`config.mk`:
```
export PLATFORM = sky130hd
export DESIGN_NAME = dds_wave_meter_flat
export DESIGN_NICKNAME = d
export VERILOG_FILES = /design/src/rtl/dds_wave_meter_if.sv /design/src/rtl/dds_wave_meter.sv /design/src/flat_wrapper.sv
export SDC_FILE = /design/constraint.sdc
export NUM_CORES = 1
export LEC_CHECK = 0
export BUFFER_PORTS_ARGS = -buffer_cell sky130_fd_sc_hd__buf_2
export CORE_ASPECT_RATIO = 0.7
export CORE_MARGIN = 4
export CORE_UTILIZATION = 54
export DETAILED_ROUTE_END_ITERATION = 7
export PLACE_DENSITY = 0.85
export SYNTH_ARGS = -nofsm -noshare
export SYNTH_HDL_FRONTEND = slang
export SYNTH_SLANG_ARGS = --single-unit
```
`constraint.sdc`:
```
create_clock -name clk -period 4.08 [get_ports clk]
set_input_delay 0.408 -clock clk [delete_from_list [all_inputs] [get_ports clk]]
set_output_delay 0.408 -clock clk [all_outputs]
set_load 0.01 [all_outputs]
```
`src/rtl/dds_wave_meter_if.sv`:
```
// Sample-stream and result bundle between a sample source/readback block and the wave meter.
// The master drives samples and the measure enable; the slave returns results.
interface dds_wave_meter_if #(
  parameter int DW = 10,
  parameter int CW = 16
);
  logic          meas_en;
  logic [DW-1:0] din;
  logic          din_valid;
  logic          busy;
  logic          done;
  logic          timeout;
  logic [CW-1:0] period_sum;
  logic [DW-1:0] dmin;
  logic [DW-1:0] dmax;
  logic [DW-1:0] p2p;

  modport master (
    output meas_en, din, din_valid,
    input  busy, done, timeout, period_sum, dmin, dmax, p2p
  );

  modport slave (
    input  meas_en, din, din_valid,
    output busy, done, timeout, period_sum, dmin, dmax, p2p
  );
endinterface

```
`src/rtl/dds_wave_meter.sv`:
```
// Recovers period (in valid samples over NCYC cycles) and min/max/peak-to-peak
// from a DW-bit unsigned sample stream using a Schmitt-trigger crossing detector.
module dds_wave_meter #(
  parameter int DW   = 10,
  parameter int NCYC = 4,
  parameter int HYST = 16,
  parameter int CW   = 16,
  parameter int TMO  = 4096
) (
  input  logic              clk,
  input  logic              rst,
  dds_wave_meter_if.slave   bus
);

  localparam int            MID_I   = 2 ** (DW - 1);
  localparam logic [DW-1:0] HI      = DW'(MID_I + HYST);
  localparam logic [DW-1:0] LO      = DW'(MID_I - HYST);
  localparam logic [CW-1:0] CNT_MAX = '1;
  localparam logic [CW-1:0] TMO_C   = CW'(TMO);
  localparam int            CYW     = $clog2(NCYC + 1);
  localparam logic [CYW-1:0] CYC_LAST = CYW'(NCYC - 1);

  typedef enum logic [1:0] {
    IDLE    = 2'd0,
    ARM     = 2'd1,
    MEASURE = 2'd2,
    DONE    = 2'd3
  } state_t;

  state_t          state_reg;
  logic            level_reg;
  logic [CW-1:0]   cnt_reg;
  logic [CW-1:0]   tmo_reg;
  logic [CYW-1:0]  cyc_reg;
  logic [DW-1:0]   min_reg;
  logic [DW-1:0]   max_reg;
  logic            busy_reg;
  logic            done_reg;
  logic            timeout_reg;
  logic [CW-1:0]   psum_reg;
  logic [DW-1:0]   dmin_reg;
  logic [DW-1:0]   dmax_reg;
  logic [DW-1:0]   p2p_reg;

  logic            above;
  logic            below;
  logic            xe;
  logic [CW-1:0]   cnt_next;
  logic [CW-1:0]   tmo_next;
  logic [DW-1:0]   min_next;
  logic [DW-1:0]   max_next;

  // Crossing uses the level as it was before this sample updates it.
  always_comb begin
    above    = (bus.din >= HI);
    below    = (bus.din <= LO);
    xe       = bus.din_valid & ~level_reg & above;
    cnt_next = (cnt_reg == CNT_MAX) ? cnt_reg : cnt_reg + 1'b1;
    tmo_next = tmo_reg + 1'b1;
    min_next = (bus.din < min_reg) ? bus.din : min_reg;
    max_next = (bus.din > max_reg) ? bus.din : max_reg;
  end

  always_ff @(posedge clk) begin
    if (rst) begin
      state_reg   <= IDLE;
      level_reg   <= 1'b0;
      cnt_reg     <= '0;
      tmo_reg     <= '0;
      cyc_reg     <= '0;
      min_reg     <= '0;
      max_reg     <= '0;
      busy_reg    <= 1'b0;
      done_reg    <= 1'b0;
      timeout_reg <= 1'b0;
      psum_reg    <= '0;
      dmin_reg    <= '0;
      dmax_reg    <= '0;
      p2p_reg     <= '0;
    end else begin
      done_reg <= 1'b0;

      if (bus.din_valid) begin
        if (above)
          level_reg <= 1'b1;
        else if (below)
          level_reg <= 1'b0;
      end

      if (!bus.meas_en) begin
        // Abort: results stay as they are, no done pulse.
        state_reg <= IDLE;
        busy_reg  <= 1'b0;
        if (state_reg == IDLE)
          timeout_reg <= 1'b0;
      end else begin
        case (state_reg)
          IDLE: begin
            state_reg   <= ARM;
            busy_reg    <= 1'b1;
            timeout_reg <= 1'b0;
            tmo_reg     <= '0;
          end

          ARM: begin
            if (bus.din_valid) begin
              if (xe) begin
                cnt_reg   <= '0;
                cyc_reg   <= '0;
                min_reg   <= bus.din;
                max_reg   <= bus.din;
                tmo_reg   <= '0;
                state_reg <= MEASURE;
              end else if (tmo_next == TMO_C) begin
                timeout_reg <= 1'b1;
                tmo_reg     <= '0;
                cnt_reg     <= '0;
                cyc_reg     <= '0;
              end else begin
                tmo_reg <= tmo_next;
              end
            end
          end

          MEASURE: begin
            if (bus.din_valid) begin
              cnt_reg <= cnt_next;
              min_reg <= min_next;
              max_reg <= max_next;
              if (xe) begin
                tmo_reg <= '0;
                if (cyc_reg == CYC_LAST) begin
                  psum_reg  <= cnt_next;
                  dmin_reg  <= min_next;
                  dmax_reg  <= max_next;
                  p2p_reg   <= max_next - min_next;
                  done_reg  <= 1'b1;
                  state_reg <= DONE;
                end else begin
                  cyc_reg <= cyc_reg + 1'b1;
                end
              end else if (tmo_next == TMO_C) begin
                timeout_reg <= 1'b1;
                tmo_reg     <= '0;
                cnt_reg     <= '0;
                cyc_reg     <= '0;
                state_reg   <= ARM;
              end else begin
                tmo_reg <= tmo_next;
              end
            end
          end

          DONE: begin
            timeout_reg <= 1'b0;
            tmo_reg     <= '0;
            state_reg   <= ARM;
          end

          default: begin
            state_reg <= IDLE;
            busy_reg  <= 1'b0;
          end
        endcase
      end
    end
  end

  assign bus.busy       = busy_reg;
  assign bus.done       = done_reg;
  assign bus.timeout    = timeout_reg;
  assign bus.period_sum = psum_reg;
  assign bus.dmin       = dmin_reg;
  assign bus.dmax       = dmax_reg;
  assign bus.p2p        = p2p_reg;

endmodule

```
`src/flat_wrapper.sv`:
```
// flat-port wrapper written by rule: the top's interface ports become plain ports
module dds_wave_meter_flat 
#(
  parameter int DW   = 10,
  parameter int NCYC = 4,
  parameter int HYST = 16,
  parameter int CW   = 16,
  parameter int TMO  = 4096
)
  (clk, rst, bus_meas_en, bus_din, bus_din_valid, bus_busy, bus_done, bus_timeout, bus_period_sum, bus_dmin, bus_dmax, bus_p2p);
  dds_wave_meter_if #(.DW(DW), .CW(CW)) bus_i ();
  input  logic clk;
  input  logic rst;
  input wire logic [$bits(bus_i.meas_en)-1:0] bus_meas_en;
  input wire logic [$bits(bus_i.din)-1:0] bus_din;
  input wire logic [$bits(bus_i.din_valid)-1:0] bus_din_valid;
  output wire logic [$bits(bus_i.busy)-1:0] bus_busy;
  output wire logic [$bits(bus_i.done)-1:0] bus_done;
  output wire logic [$bits(bus_i.timeout)-1:0] bus_timeout;
  output wire logic [$bits(bus_i.period_sum)-1:0] bus_period_sum;
  output wire logic [$bits(bus_i.dmin)-1:0] bus_dmin;
  output wire logic [$bits(bus_i.dmax)-1:0] bus_dmax;
  output wire logic [$bits(bus_i.p2p)-1:0] bus_p2p;
  assign bus_i.meas_en = bus_meas_en;
  assign bus_i.din = bus_din;
  assign bus_i.din_valid = bus_din_valid;
  assign bus_busy = bus_i.busy;
  assign bus_done = bus_i.done;
  assign bus_timeout = bus_i.timeout;
  assign bus_period_sum = bus_i.period_sum;
  assign bus_dmin = bus_i.dmin;
  assign bus_dmax = bus_i.dmax;
  assign bus_p2p = bus_i.p2p;
  dds_wave_meter #(.DW(DW), .NCYC(NCYC), .HYST(HYST), .CW(CW), .TMO(TMO)) u_core (.clk(clk), .rst(rst), .bus(bus_i));
endmodule
```
==> results of run 1 <==
synthesized netlist by cell type (all sizes together) (5+ instances only):
cell type	n
nand3	19
nand4	7
ha	35
dfxtp	107
xnor2	11
nor3	26
mux2i	26
o21a	5
a211oi	30
and3	8
or3	7
clkbuf	34
buf	6
o31ai	5
nor2	119
a21o	7
a31oi	6
nor2b	11
o211ai	9
a22o	5
a311oi	6
nor4	12
xor2	6
nand2	60
nor3b	5
inv	42
a21oi	48
o21ai	40
nand2b	8
and2	7
nand3b	8
logic make-up after synthesis:
logic type | Yosys count | synth area share
AND/OR/NAND/NOR | 311 | 0.245
AO/OA/AOI/OAI | 186 | 0.199
flip-flops | 107 | 0.348
buffers and inverters | 83 | 0.0599
adder cells (fa/ha/maj) | 36 | 0.0744
multiplexers | 30 | 0.0496
XOR/XNOR | 17 | 0.0242
where the power goes:
part	internal, mW	switching [mW]
clock network	0.548	0.424
registers	1.05	0.00646
logic	0.122	0.202
total	1.72	0.632
area by class of cell:
type / instances / area [um^2] / area share
inverters: 42 / 158 / 0.0228
flip-flops and latches: 107 / 2140 / 0.310
repair buffers: 75 / 408 / 0.0590
clock buffers: 9 / 225 / 0.0326
multi-input cells: 580 / 3680 / 0.532
well taps: 153 / 191 / 0.0277
clock inverters: 7 / 105 / 0.0152
layer usage:
metal	wire length, um	up-vias	part of all wire	GRT usage
met1	7060	2688	0.46	0.328
met2	6860	229	0.45	0.357
met3	1130	32	0.073	0.0481
met4	353	0	0.023	0.0643
li1	-	2838	-	-
met5	0	-	0	0
worst register-to-register path, delay by kind of cell (launching register included):
kind | cells | cell delay [ps]
and+or+nand+nor | 2 | 200
DFF | 1 | 380
buffers and inverters | 1 | 100
adders and majority gates | 3 | 940
muxes | 1 | 390
AOI/OAI and AO/OA | 10 | 1760
per-stage QoR:
step / area [um^2] / util / hold slack [ps] / setup slack (ps)
2_1_floorplan: 6160 / - / 449 / 124
3_3_place_gp: 6550 / 0.590 / 440 / 227
3_5_place_dp: 6550 / 0.590 / 443 / 130
4_1_cts: 6880 / 0.620 / 373 / 181
5_1_grt: 6910 / 0.623 / 415 / 16.5
6_report: 6910 / 0.623 / 384 / 243
timing repair:
item,in CTS,in global routing
endpoints found under the setup margin,0,3
buffers inserted,0,1
resized for setup,0,5
path summary, 6_finish.rpt:
path	end	slack, ps
worst max-delay path	u_core.bus.p2p[8]$_SDFFE_PP0P_	240
worst min-delay path	u_core.min_reg[0]$_SDFFE_PP0P_	380
worst max register to register	u_core.bus.p2p[8]$_SDFFE_PP0P_	240
worst min register to register	u_core.bus.p2p[2]$_SDFFE_PP0P_	450
==> impl_metrics.tcl, run 1 <==
set metrics [dict create \
    antenna_found_initial 0 \
    wl_per_cell_um 15.8 \
    remaining_drc_errors 0 \
    worst_setup_path_end_kind "flip-flop" \
    finalSetupViolations 0 \
    fmax_mhz 261 \
    worstPathArrival_ps 4110 \
    synth.area.top_cells "dfxtp_1 (35%), nor2_1 (7.3%), ha_1 (7.1%)" \
    synth_seq_cells 107 \
    start_util 0.555 \
    required_ps 4350 \
    grt_pass1_vias 5178 \
    period_share 0.941 \
    status "finished clean" \
    antenna_left 0 \
    synth_flop_cell "dfxtp_1" \
    final_cell_count_no_fill 973 \
    cts.sinks 107 \
    worstSetupStartpointType "flip-flop" \
    placedCellCount 956 \
    die_area_um2 13200 \
    cp_top_family "compound AO/OA/AOI/OAI gates" \
    first_pass_iters 5 \
    synth_top_area_share 0.348 \
    skew_ps 7.68 \
    numPortBuffers 62 \
    synth_area_um2 6160 \
    fin_tns_setup_ps 0 \
    fp.dieH_um 97.3 \
    h-tree-depth 3 \
    final_cell_mix "nor2_1 (119), dfxtp_1 (105), buf_2 (62)" \
    hpwl_um 10900 \
    area_growth_pct 12.2 \
    synth-edff-count 0 \
    worst_pin_slew_ps 1040 \
    track_usage 0.231 \
    cts_tree "built" \
    worst_slew_margin_rel 0.310 \
    wl_um 15400 \
    startpoint "u_core.min_reg[9]$_SDFFE_PP0P_" \
    core_um2 11100 \
    crit_cells 17 \
    peakVddDrop_v 0.000222 \
    cp_max_fo 6 \
    hold_buffers 0 \
    vias_per_cell 5.95 \
    grt_start_max_net_pins 66 \
    reg2reg_from "u_core.min_reg[9]$_SDFFE_PP0P_" \
    hold_violations 0 \
    power.density_nw_per_um2 341 \
    cap_violations 0 \
    synthCells 770 \
    crit_slowest_cell "fa_1" \
    overflow 0 \
    avgSynthCellArea_um2 8.00 \
    num-nets-final 865 \
    antenna_cells 0 \
    power.leakage_nw 2.74 \
    final_common_cell "nor2_1" \
    clk_latency_ps 350 \
    rsz0062_at_grt "false" \
    synth_seq_area_share 0.348 \
    cpPeakStageDelay_ps 410 \
    path_buf_inv 1 \
    timing.critical_path.mode_cell "o21a_1" \
    grt_pass1_wl_um 25400 \
    drt_iter0_drc 520 \
    ys.warnings.count 0 \
    synthArstFlopShare 0 \
    worstRegToRegCells 17 \
    io-pin-count 63 \
    place_congestion 0.961 \
    p_total_mw 2.35 \
    hp-start "bus_din[0]" \
    die_w_um 136 \
    rows 32 \
    n_fill_cell 973 \
    synth.distinct_cells 71 \
    ctsLongestPathBuffers 2 \
    clk_pin_slew_ps 80 \
    drive_above_1_share 0.140 \
    synth_nets 820 \
    dr_total_vias 5787 \
    cp_cell_sequence "inv_1 > ha_1 > a21oi_1 > o21ai_0 > a21o_1 > a31oi_4 > mux2_2 > ha_1 > fa_1 > nor2b_1 > o21ai_0 > a21boi_0 > o21a_1 > o21a_1 > o21a_1 > nor3_1 > o31ai_1" \
    synth_top_cell_by_area "dfxtp_1" \
    numCtsBuffers 9 \
    hold_depth 3 \
    root_buffer "clkbuf_16" \
    min_path_type "in -> reg" \
    slew_violations 0 \
    worstSetupPathType "reg -> reg" \
    fin_crit_ps 3840 \
]
Note: power is estimated with default switching activity, not from simulation.
==> inputs of run 2 (changes only) <==
==> constraint.sdc (replaced) <==
create_clock -name clk -period 4.08 [get_ports clk]
set_input_delay 0.612 -clock clk [delete_from_list [all_inputs] [get_ports clk]]
set_output_delay 0.612 -clock clk [all_outputs]
set_load 0.01 [all_outputs]
==> run 2 against run 1 <==
  * Register-to-register slack better by 20 ps
  * Largest power group unchanged
  * Highest routed layer unchanged
  * Cell area is 0.63% higher
  * Cell count is 1.1% higher
  * Critical endpoint unchanged
  * Routed wire length is 3.5% lower
==> impl_metrics.tcl, run 2 (synthesis results as in run 1) <==
set metrics [dict create \
    die_area_um2 13200 \
    grt_start_max_net_pins 66 \
    seq_area_um2 2140 \
    antenna_left 0 \
    hpwl_um 10700 \
    multi_input_area_um2 3680 \
    cts_tree "built" \
    ff2ff_setup_slack_ps 260 \
    required_ps 4350 \
    min_to "u_core.bus.p2p[2]$_SDFFE_PP0P_" \
    overflow 0 \
    grt_pass1_vias 5147 \
    worstPathArrival_ps 4080 \
    numPortBuffers 62 \
    final_common_cell "nor2_1" \
    reg2reg_from "u_core.min_reg[9]$_SDFFE_PP0P_" \
    post-cts-setup-buffer-count 0 \
    layout_setup_ws_ps 261 \
    remaining_drc_errors 0 \
    peakVddDrop_v 0.000236 \
    status "finished clean" \
    p_total_mw 2.24 \
    wl_per_cell_um 15.1 \
    path_buf_inv 1 \
    skew_ps 7.04 \
    final_util 0.627 \
    place_congestion 0.940 \
    worstSetupStartpointType "flip-flop" \
    start_util 0.555 \
    power.leakage_nw 2.77 \
    hold_violations 0 \
    r2r-end "u_core.bus.p2p[8]$_SDFFE_PP0P_" \
    clk_latency_ps 350 \
    worst_pin_slew_ps 1040 \
    clk_pin_slew_ps 70 \
    cp_max_fo 4 \
    track_usage 0.229 \
    cts.sinks 107 \
    fmax_mhz 262 \
    drive_above_1_share 0.150 \
    cpPeakStageDelay_ps 390 \
    place_area_um2 6650 \
    worstRegToRegCells 17 \
    root_buffer "clkbuf_16" \
    numCtsBuffers 9 \
    crit_slowest_cell "dfxtp_1" \
    final_cell_count_no_fill 984 \
    grt_pass1_wl_um 25000 \
    period_share 0.936 \
    h-tree-depth 3 \
    worst_slew_margin_rel 0.306 \
    placedCellCount 969 \
    n_fill_cell 958 \
    vias_per_cell 5.77 \
    dp_slack_ps -88.4 \
    fin_crit_ps 3820 \
    first_pass_iters 5 \
    num-nets-final 877 \
    cap_violations 0 \
    finalSetupViolations 0 \
    timing.critical_path.mode_cell "o21a_1" \
    dr_total_vias 5677 \
    whs_ps 451 \
    cp_top_family "compound AO/OA/AOI/OAI gates" \
    fp.dieH_um 97.3 \
    hold_depth 2 \
    hold_buffers 0 \
    crit_cells 17 \
    hp-start "u_core.bus.p2p[2]$_SDFFE_PP0P_" \
    die_w_um 136 \
    wl_um 14900 \
    antenna_cells 0 \
    antenna_found_initial 0 \
    core_um2 11100 \
    min_path_type "reg -> reg" \
    finalInstanceArea_um2 6950 \
    fin_tns_setup_ps 0 \
    area_growth_pct 12.9 \
    cp_cell_sequence "inv_1 > ha_1 > a21oi_1 > o21ai_0 > a21o_1 > a31oi_2 > mux2_2 > ha_1 > fa_1 > nor2b_1 > o21ai_1 > a21boi_0 > o21a_1 > o21a_1 > o21a_1 > nor3_1 > o31ai_1" \
    ctsLongestPathBuffers 2 \
    slew_violations 0 \
    drt_iter0_drc 411 \
    final_cell_mix "nor2_1 (119), dfxtp_1 (107), buf_2 (62)" \
    worstSetupPathType "reg -> reg" \
    power.density_nw_per_um2 322 \
    rows 32 \
    worst_setup_path_end_kind "flip-flop" \
    io-pin-count 63 \
]
## run 2: worst max-delay path by stage
stage / slack, ps / end / startpoint
after floorplan: 50 / u_core.bus.p2p[8]$_SDFFE_PP0P_ / bus_din[3]
after global placement: 100 / u_core.bus.p2p[9]$_SDFFE_PP0P_ / bus_din[3]
after detailed placement: -90 / u_core.bus.p2p[9]$_SDFFE_PP0P_ / bus_din[7]
after CTS: 180 / u_core.bus.p2p[9]$_SDFFE_PP0P_ / u_core.max_reg[9]$_SDFFE_PP0P_
after global routing: -20 / u_core.bus.p2p[8]$_SDFFE_PP0P_ / u_core.min_reg[9]$_SDFFE_PP0P_
final: 260 / u_core.bus.p2p[8]$_SDFFE_PP0P_ / u_core.min_reg[9]$_SDFFE_PP0P_
## run 2: report_power, final
group	internal, mW	switching [mW]
clock network	0.437	0.411
logic	0.133	0.200
registers	1.05	0.00621
## run 2: what timing repair did
item                       in CTS  in global routing
hold endpoints to repair        0                  0
setup endpoints to repair       0                  4
gates resized for setup         0                  4
## run 2: final cells by class
| class | count | area share |
|---|---|---|
| Timing Repair Buffer | 87 | 0.0716 |
| Tap cell | 153 | 0.0275 |
| Clock buffer | 10 | 0.0344 |
| Clock inverter | 5 | 0.00720 |
| Sequential cell | 107 | 0.308 |
| Inverter | 42 | 0.0227 |
| Multi-Input combinational cell | 580 | 0.529 |
## run 2: worst min-delay path, stage by stage (launching register included)
cell and delay [ps]:
dfxtp_1 310, nand2_1 50, a21oi_1 50
## run 2: routing by layer
metal | vias up | global-route usage | wire length, um
met2 | 165 | 0.359 | 6870
met3 | 28 | 0.0466 | 710
met4 | 0 | 0.0627 | 272
li1 | 2859 | - | -
met1 | 2625 | 0.320 | 7010
met5 | - | 0 | 0
